[src/rtl/cpuc_sequencer.sv]
// Instruction sequencer for the CPUC connection matrix: steps a program counter through a small
// program store and presents one crossbar buffer-enable word per executed step.
module cpuc_sequencer #(
    parameter int PROGRAM_SIZE = 8,
    parameter int INST_LENGTH  = 248,
    parameter int PC_WIDTH     = $clog2(PROGRAM_SIZE)
) (
    input  logic                   Clk,
    input  logic                   Rst,
    input  logic                   start,
    input  logic                   stop,
    input  logic                   prog_wr_en,
    input  logic [PC_WIDTH-1:0]    prog_wr_addr,
    input  logic [INST_LENGTH-1:0] prog_wr_data,
    input  logic                   dp_stall,
    input  logic                   branch_valid,
    input  logic [PC_WIDTH-1:0]    branch_target,
    output logic [INST_LENGTH-1:0] inst_config,
    output logic                   inst_valid,
    output logic [PC_WIDTH-1:0]    pc,
    output logic                   running,
    output logic                   halted,
    output logic                   done,
    output logic                   prog_wr_err
);

    localparam logic [1:0] ST_IDLE  = 2'd0;
    localparam logic [1:0] ST_FETCH = 2'd1;
    localparam logic [1:0] ST_EXEC  = 2'd2;
    localparam logic [1:0] ST_HALT  = 2'd3;

    localparam logic [PC_WIDTH-1:0] PC_LAST = PC_WIDTH'(PROGRAM_SIZE - 1);

    logic [1:0]             state_q, state_d;
    logic [PC_WIDTH-1:0]    pc_q, pc_d;
    logic [INST_LENGTH-1:0] ir_q, ir_d;
    logic                   done_q, done_d;
    logic                   wr_err_q, wr_err_d;
    logic [INST_LENGTH-1:0] mem_q [PROGRAM_SIZE];

    logic                   stopped;
    logic                   wr_accept;
    logic [INST_LENGTH-1:0] fetch_word;

    // The store may only change while no program is in flight.
    assign stopped    = (state_q == ST_IDLE) || (state_q == ST_HALT);
    assign wr_accept  = prog_wr_en && stopped;
    assign fetch_word = mem_q[pc_q];

    always_comb begin
        state_d  = state_q;
        pc_d     = pc_q;
        ir_d     = ir_q;
        wr_err_d = prog_wr_en && !stopped;
        case (state_q)
            ST_IDLE: begin
                if (start) begin
                    state_d = ST_FETCH;
                    pc_d    = '0;
                end
            end
            ST_FETCH: begin
                ir_d = fetch_word;
                if (stop) begin
                    state_d = ST_IDLE;
                end else if (fetch_word == '0) begin
                    state_d = ST_HALT;
                end else begin
                    state_d = ST_EXEC;
                end
            end
            ST_EXEC: begin
                // A stalled datapath freezes the step; stop and branch wait for it to clear.
                if (!dp_stall) begin
                    if (stop) begin
                        state_d = ST_IDLE;
                    end else if (branch_valid) begin
                        pc_d    = branch_target;
                        state_d = ST_FETCH;
                    end else if (pc_q == PC_LAST) begin
                        state_d = ST_HALT;
                    end else begin
                        pc_d    = pc_q + PC_WIDTH'(1);
                        state_d = ST_FETCH;
                    end
                end
            end
            ST_HALT: begin
                if (start) begin
                    state_d = ST_FETCH;
                    pc_d    = '0;
                end else if (stop) begin
                    state_d = ST_IDLE;
                end
            end
            default: state_d = ST_IDLE;
        endcase
        done_d = (state_d == ST_HALT) && (state_q != ST_HALT);
    end

    always_ff @(posedge Clk) begin
        if (Rst) begin
            state_q  <= ST_IDLE;
            pc_q     <= '0;
            ir_q     <= '0;
            done_q   <= 1'b0;
            wr_err_q <= 1'b0;
            for (int i = 0; i < PROGRAM_SIZE; i++) begin
                mem_q[i] <= '0;
            end
        end else begin
            state_q  <= state_d;
            pc_q     <= pc_d;
            ir_q     <= ir_d;
            done_q   <= done_d;
            wr_err_q <= wr_err_d;
            if (wr_accept) begin
                mem_q[prog_wr_addr] <= prog_wr_data;
            end
        end
    end

    assign inst_valid  = (state_q == ST_EXEC);
    assign inst_config = inst_valid ? ir_q : '0;
    assign pc          = pc_q;
    assign running     = (state_q == ST_FETCH) || (state_q == ST_EXEC);
    assign halted      = (state_q == ST_HALT);
    assign done        = done_q;
    assign prog_wr_err = wr_err_q;

endmodule

[config.mk]
export PLATFORM = sky130hd
export DESIGN_NAME = cpuc_sequencer
export DESIGN_NICKNAME = d
export VERILOG_FILES = /design/src/rtl/cpuc_sequencer.sv
export SDC_FILE = /design/constraint.sdc
export NUM_CORES = 2
export LEC_CHECK = 0
export ABC_AREA = 1
export CAP_MARGIN = 20
export CORE_AREA = 2 2 507 509
export DETAILED_ROUTE_END_ITERATION = 6
export DIE_AREA = 0 0 509 511
export PLACE_DENSITY = 0.64
export SETUP_SLACK_MARGIN = 0.1
export SYNTH_ARGS = -nofsm -noshare
export SYNTH_HDL_FRONTEND = slang
export SYNTH_SLANG_ARGS = --single-unit
[constraint.sdc]
create_clock -name Clk -period 8.4 [get_ports Clk]
set_clock_uncertainty 0.2 [all_clocks]
set_input_delay 1.68 -clock Clk [delete_from_list [all_inputs] [get_ports Clk]]
set_output_delay 1.68 -clock Clk [all_outputs]
set_load 0.01 [all_outputs]
Word-level counts from Yosys, hierarchy flattened. Memory sizes are Yosys's and may differ from the RTL's. A register that Yosys moved wholly into a read port is not among the register bits. Cells that the tools add are included.

Bits in read-only memories: 0. Logic and storage cells: 56. Register bits after elaboration: 255. Bits in latches: 0. Output and inout bits: 256. RAM bits: 1984. Memories kept: 1. Input bits: 261.

Magnitude comparators: 0. Reductions and logical operators: 12. Equality and inequality tests: 10. Shift-type cells: 0. Divide/modulo/power cells: 0. Bitwise gates (word level): 0. Add/subtract/negate cells: 1. Multiply operators: 0. Multiplexer cells: 27.

Memory list: mem_q (words 8, bits a word 248, read ports 1, clocked after memory_dff 1, write ports 8, RTL line 39) `logic [INST_LENGTH-1:0] mem_q [PROGRAM_SIZE];`.

Operator list (count): $mux W248 (2); $logic_not A248 Y1 (1); $reduce_or A248 Y1 (1); $mux W3 (8); $mux W2 (8); $pmux W2 S4 (1); $mux W1 (7); $eq A2 B2 Y1 const B (3); $ne A2 B2 Y1 const B (3); $pmux W3 S2 (1); $reduce_and A5 Y1 (1); $add A3 B1 Y3 const B (1); $eq A3 B3 Y1 const B (1); $logic_and A1 B1 Y1 (3); $ne A3 B3 Y1 const B (1); $eq A2 B1 Y1 const B (1); $logic_not A2 Y1 (1); $logic_or A1 B1 Y1 (2); $ne A2 B1 Y1 const B (1); $reduce_bool A2 Y1 (1); $reduce_or A2 Y1 (1); $logic_not A1 Y1 (1).

Depth between registers and ports, before layout.
Word-level depth: 8. Mapped depth: 22. Depth with buffers taken out: 18.

Least setup slack after synthesis. OpenSTA, ideal clock, no wires.

Kind: in2reg. Start: input port Rst. End: memory mem_q[2][0], enable pin. Setup time: 1.897 ns. Required time: 6.303 ns. Path buffers: 2. Setup slack: -0.493 ns. Stages: 7. Arrival: 6.795 ns. Cell sequence: clkinv_1 nand3_1 nor2_1 nand2_1 clkbuf_1 buf_1 nand2_1.

RTL lines: start, declared (RTL line 9) `input logic Rst,`; end, declared (RTL line 39).

==> qor.txt <==
Rel. slew slack: 0.170
most frequent cells after synthesis: nand2_1, nor2_1, edfxtp_1
Tmin final: 6.05 ns
# rows: 186
ANT nets after route: 0
syn nets: 11600
Tot Pwr: 27.6 mW
crit share post-route: 0.720
DP Worst Slack: 1.48 ns
IO Count: 517
Finished Core Util: 0.459
top cells by area, synth: edfxtp_1, nand2_1, nor2_1, dfxtp_1, inv_1
area taken by multi-input logic gates: 30100 um^2
asr flop ratio synth: 0
CP Max Fanout: 61
clk_lat worst skew: 0.94 ns
Peak VDD IR: 0.207 mV
CTS tree: built
Die X: 509 um
vias post-DR: 78100
status: finished, violations left
DIE AREA: 260000 um^2
HP Class: register to register
Initial Util: 0.397
CP delay by family, top: simple AND/OR/NAND/NOR gates
Synth cell types: 24
Area after DPL: 109000 um^2
final hold violation count: 0
first-pass GRT wire length: 475000 um
most common cell in the synthesized netlist: nand2_1
Setup-failing EPs final: 0
routed wire length: 320000 um
CTS Buf Count: 231
GRT Util Overall: 0.241
Post-CTS Setup Bufs: 0
Startpoint Class: input port
Critical Path End Type: register
Root Buffer: clkbuf_16
Seq/Total Area, Yosys: 0.639
pin count of the biggest net entering global routing: 178
CP cell instances: clkdlybuf4s50_1, inv_8, nand3_1, nor2_1, nand2_4, nand2_4, buf_4
WP data arrival: 6.36 ns
clock slew at reported path FFs: 0.06 ns
Slew Viols, Final: 0
number of max-cap violations: 0
Post-DP HPWL: 180000 um
GRT Residual Overflow: 0
Pleak: 51.3 nW
number of global-route vias before repair: 73900
Die Height: 511 um
sequential cell area: 64800 um^2
clk sinks: 2242
CTS max path bufs: 3
hold-fix buffers at CTS: 0
PwrDens: 235 nW/um^2
Mapped Avg Cell Area: 8.92 um^2
GP Congestion: 0.805
drt wl/cell: 21.2 um
share of cells above drive strength 1: 0.0417
Synth area leader: edfxtp_1
post-cts gate resize count: 0
Crit path largest cell delay: 0.92 ns
RSZ-0062 raised after global routing: no
area growth from synthesis to layout: 15.8%
post-route DRC violation count: 1
1st-pass router iterations: 7
Bufs and invs on worst path: 3
Starting DRT DRC Count: 8594
final worst setup slack: 2.35 ns
Core Footprint: 255000 um^2
Post-layout nets: 11800
Synth Cell Area: 101000 um^2
WS Path Type: input port to register
Worst Tran Pin Value: 1.24 ns
Fmax: 0.165 GHz
dominant synthesized flop cell: edfxtp_1
via-per-instance ratio: 5.17
htree depth: 4
initial antenna violation count: 13
most frequent CP cell: nand2_4
port bufs: 516
number of flops mapped to enable cells by yosys: 1984
failing checks: DRC
FF+latch count, synth: 2242
# fillers: 24000
Synth top area share: 0.588
Slowest cell on crit path: nand2_4
Syn Inst Count: 11400
post-route cell area: 117000 um^2
Yosys warnings: 0
CP Data Required Time: 8.71 ns
-- layout make-up --
type	count	area share
clock inverter	108	0.0120
timing repair buffer	633	0.0557
clock buffer	334	0.0553
sequential	2242	0.552
inverter	979	0.0316
antenna	6	0.000128
multi-input combinational	7420	0.257
tap	3384	0.0361
-- layer usage --
metal | GRT usage | up-vias | part of all wire
li1 | - | 36600 | -
met1 | 0.333 | 37600 | 0.42
met2 | 0.389 | 3400 | 0.47
met3 | 0.0329 | 490 | 0.082
met4 | 0.0823 | 2 | 0.033
met5 | 0 | - | 0.000041
-- report_power, final --
part	internal [mW]	switching (mW)	leakage, nW
clock	6.05	4.60	3.81
sequential	12.7	0.276	22.7
combinational	1.01	2.94	24.9
total	19.8	7.82	51.3
-- metrics by stage --
| stage | hold slack (ns) | setup TNS, ns | instances |
|---|---|---|---|
| floorplan | 0.282 | -362.98 | 11400 |
| global placement | 0.306 | 0 | 14700 |
| detailed placement | 0.314 | 0 | 14700 |
| CTS | 0.332 | 0 | 15100 |
| global route | 0.354 | 0 | 15100 |
| finish | 0.328 | 0 | 15100 |
-- flip-flops by register name, summed over array words and instances, names as in the netlist, named ones only --
register / cells
mem_q: 1984
ir_q: 248
done: 1
pc: 3
prog_wr_err: 1
state_q: 2
-- worst reg2reg max path, delay by kind of cell (launching register included) --
family | cells | cell delay [ns]
AND/OR/NAND/NOR | 4 | 2.79
adder cells (fa/ha/maj) | 1 | 0.40
buffers and inverters | 3 | 1.05
flip-flops | 1 | 0.46
-- path summary, 6_finish.rpt --
path / start / end / slack (ns) / depth (start not counted)
worst min-delay path: ir_q[178] / ir_q[178] / 0.33 / 2
worst max register to register: state_q[0] / mem_q[3][67] / 3.06 / 8
worst max-delay path: Rst / mem_q[3][67] / 2.35 / 7
worst min register to register: ir_q[178] / ir_q[178] / 0.33 / 2
-- cells by family (layout without fill, tap and decap cells) --
group,count (synthesis),after routing,synth area share
flip-flops,2242,2242,0.639
other,0,6,0
AND/OR/NAND/NOR,6349,6349,0.238
AO/OA/AOI/OAI,1064,1064,0.0562
adder cells (fa/ha/maj),7,7,0.000865
buffers and inverters,1690,2054,0.0652
-- placed cells by master (no fill, tap or decap), types with 2 or more instances in the layout --
cell type and instances:
diode_2 6, nor2_1 2794, o21ai_0 713, clkbuf_16 231, buf_12 39, bufinv_16 21, o211ai_1 24, edfxtp_1 1984
o21ai_1 70, ha_4 2, inv_8 4, clkinv_1 25, clkbuf_8 32, clkinvlp_4 7, inv_1 975, inv_6 3
nand2_8 5, a31oi_1 228, clkinv_2 35, ha_1 5, buf_4 78, nand3_1 257, clkinv_16 12, dfxtp_4 3
clkbuf_1 71, dfxtp_1 255, nand2_4 11, nand2_1 3282, a21oi_1 24, clkinv_4 3, clkdlybuf4s50_1 516
Note: power is estimated with default switching activity, not from simulation.
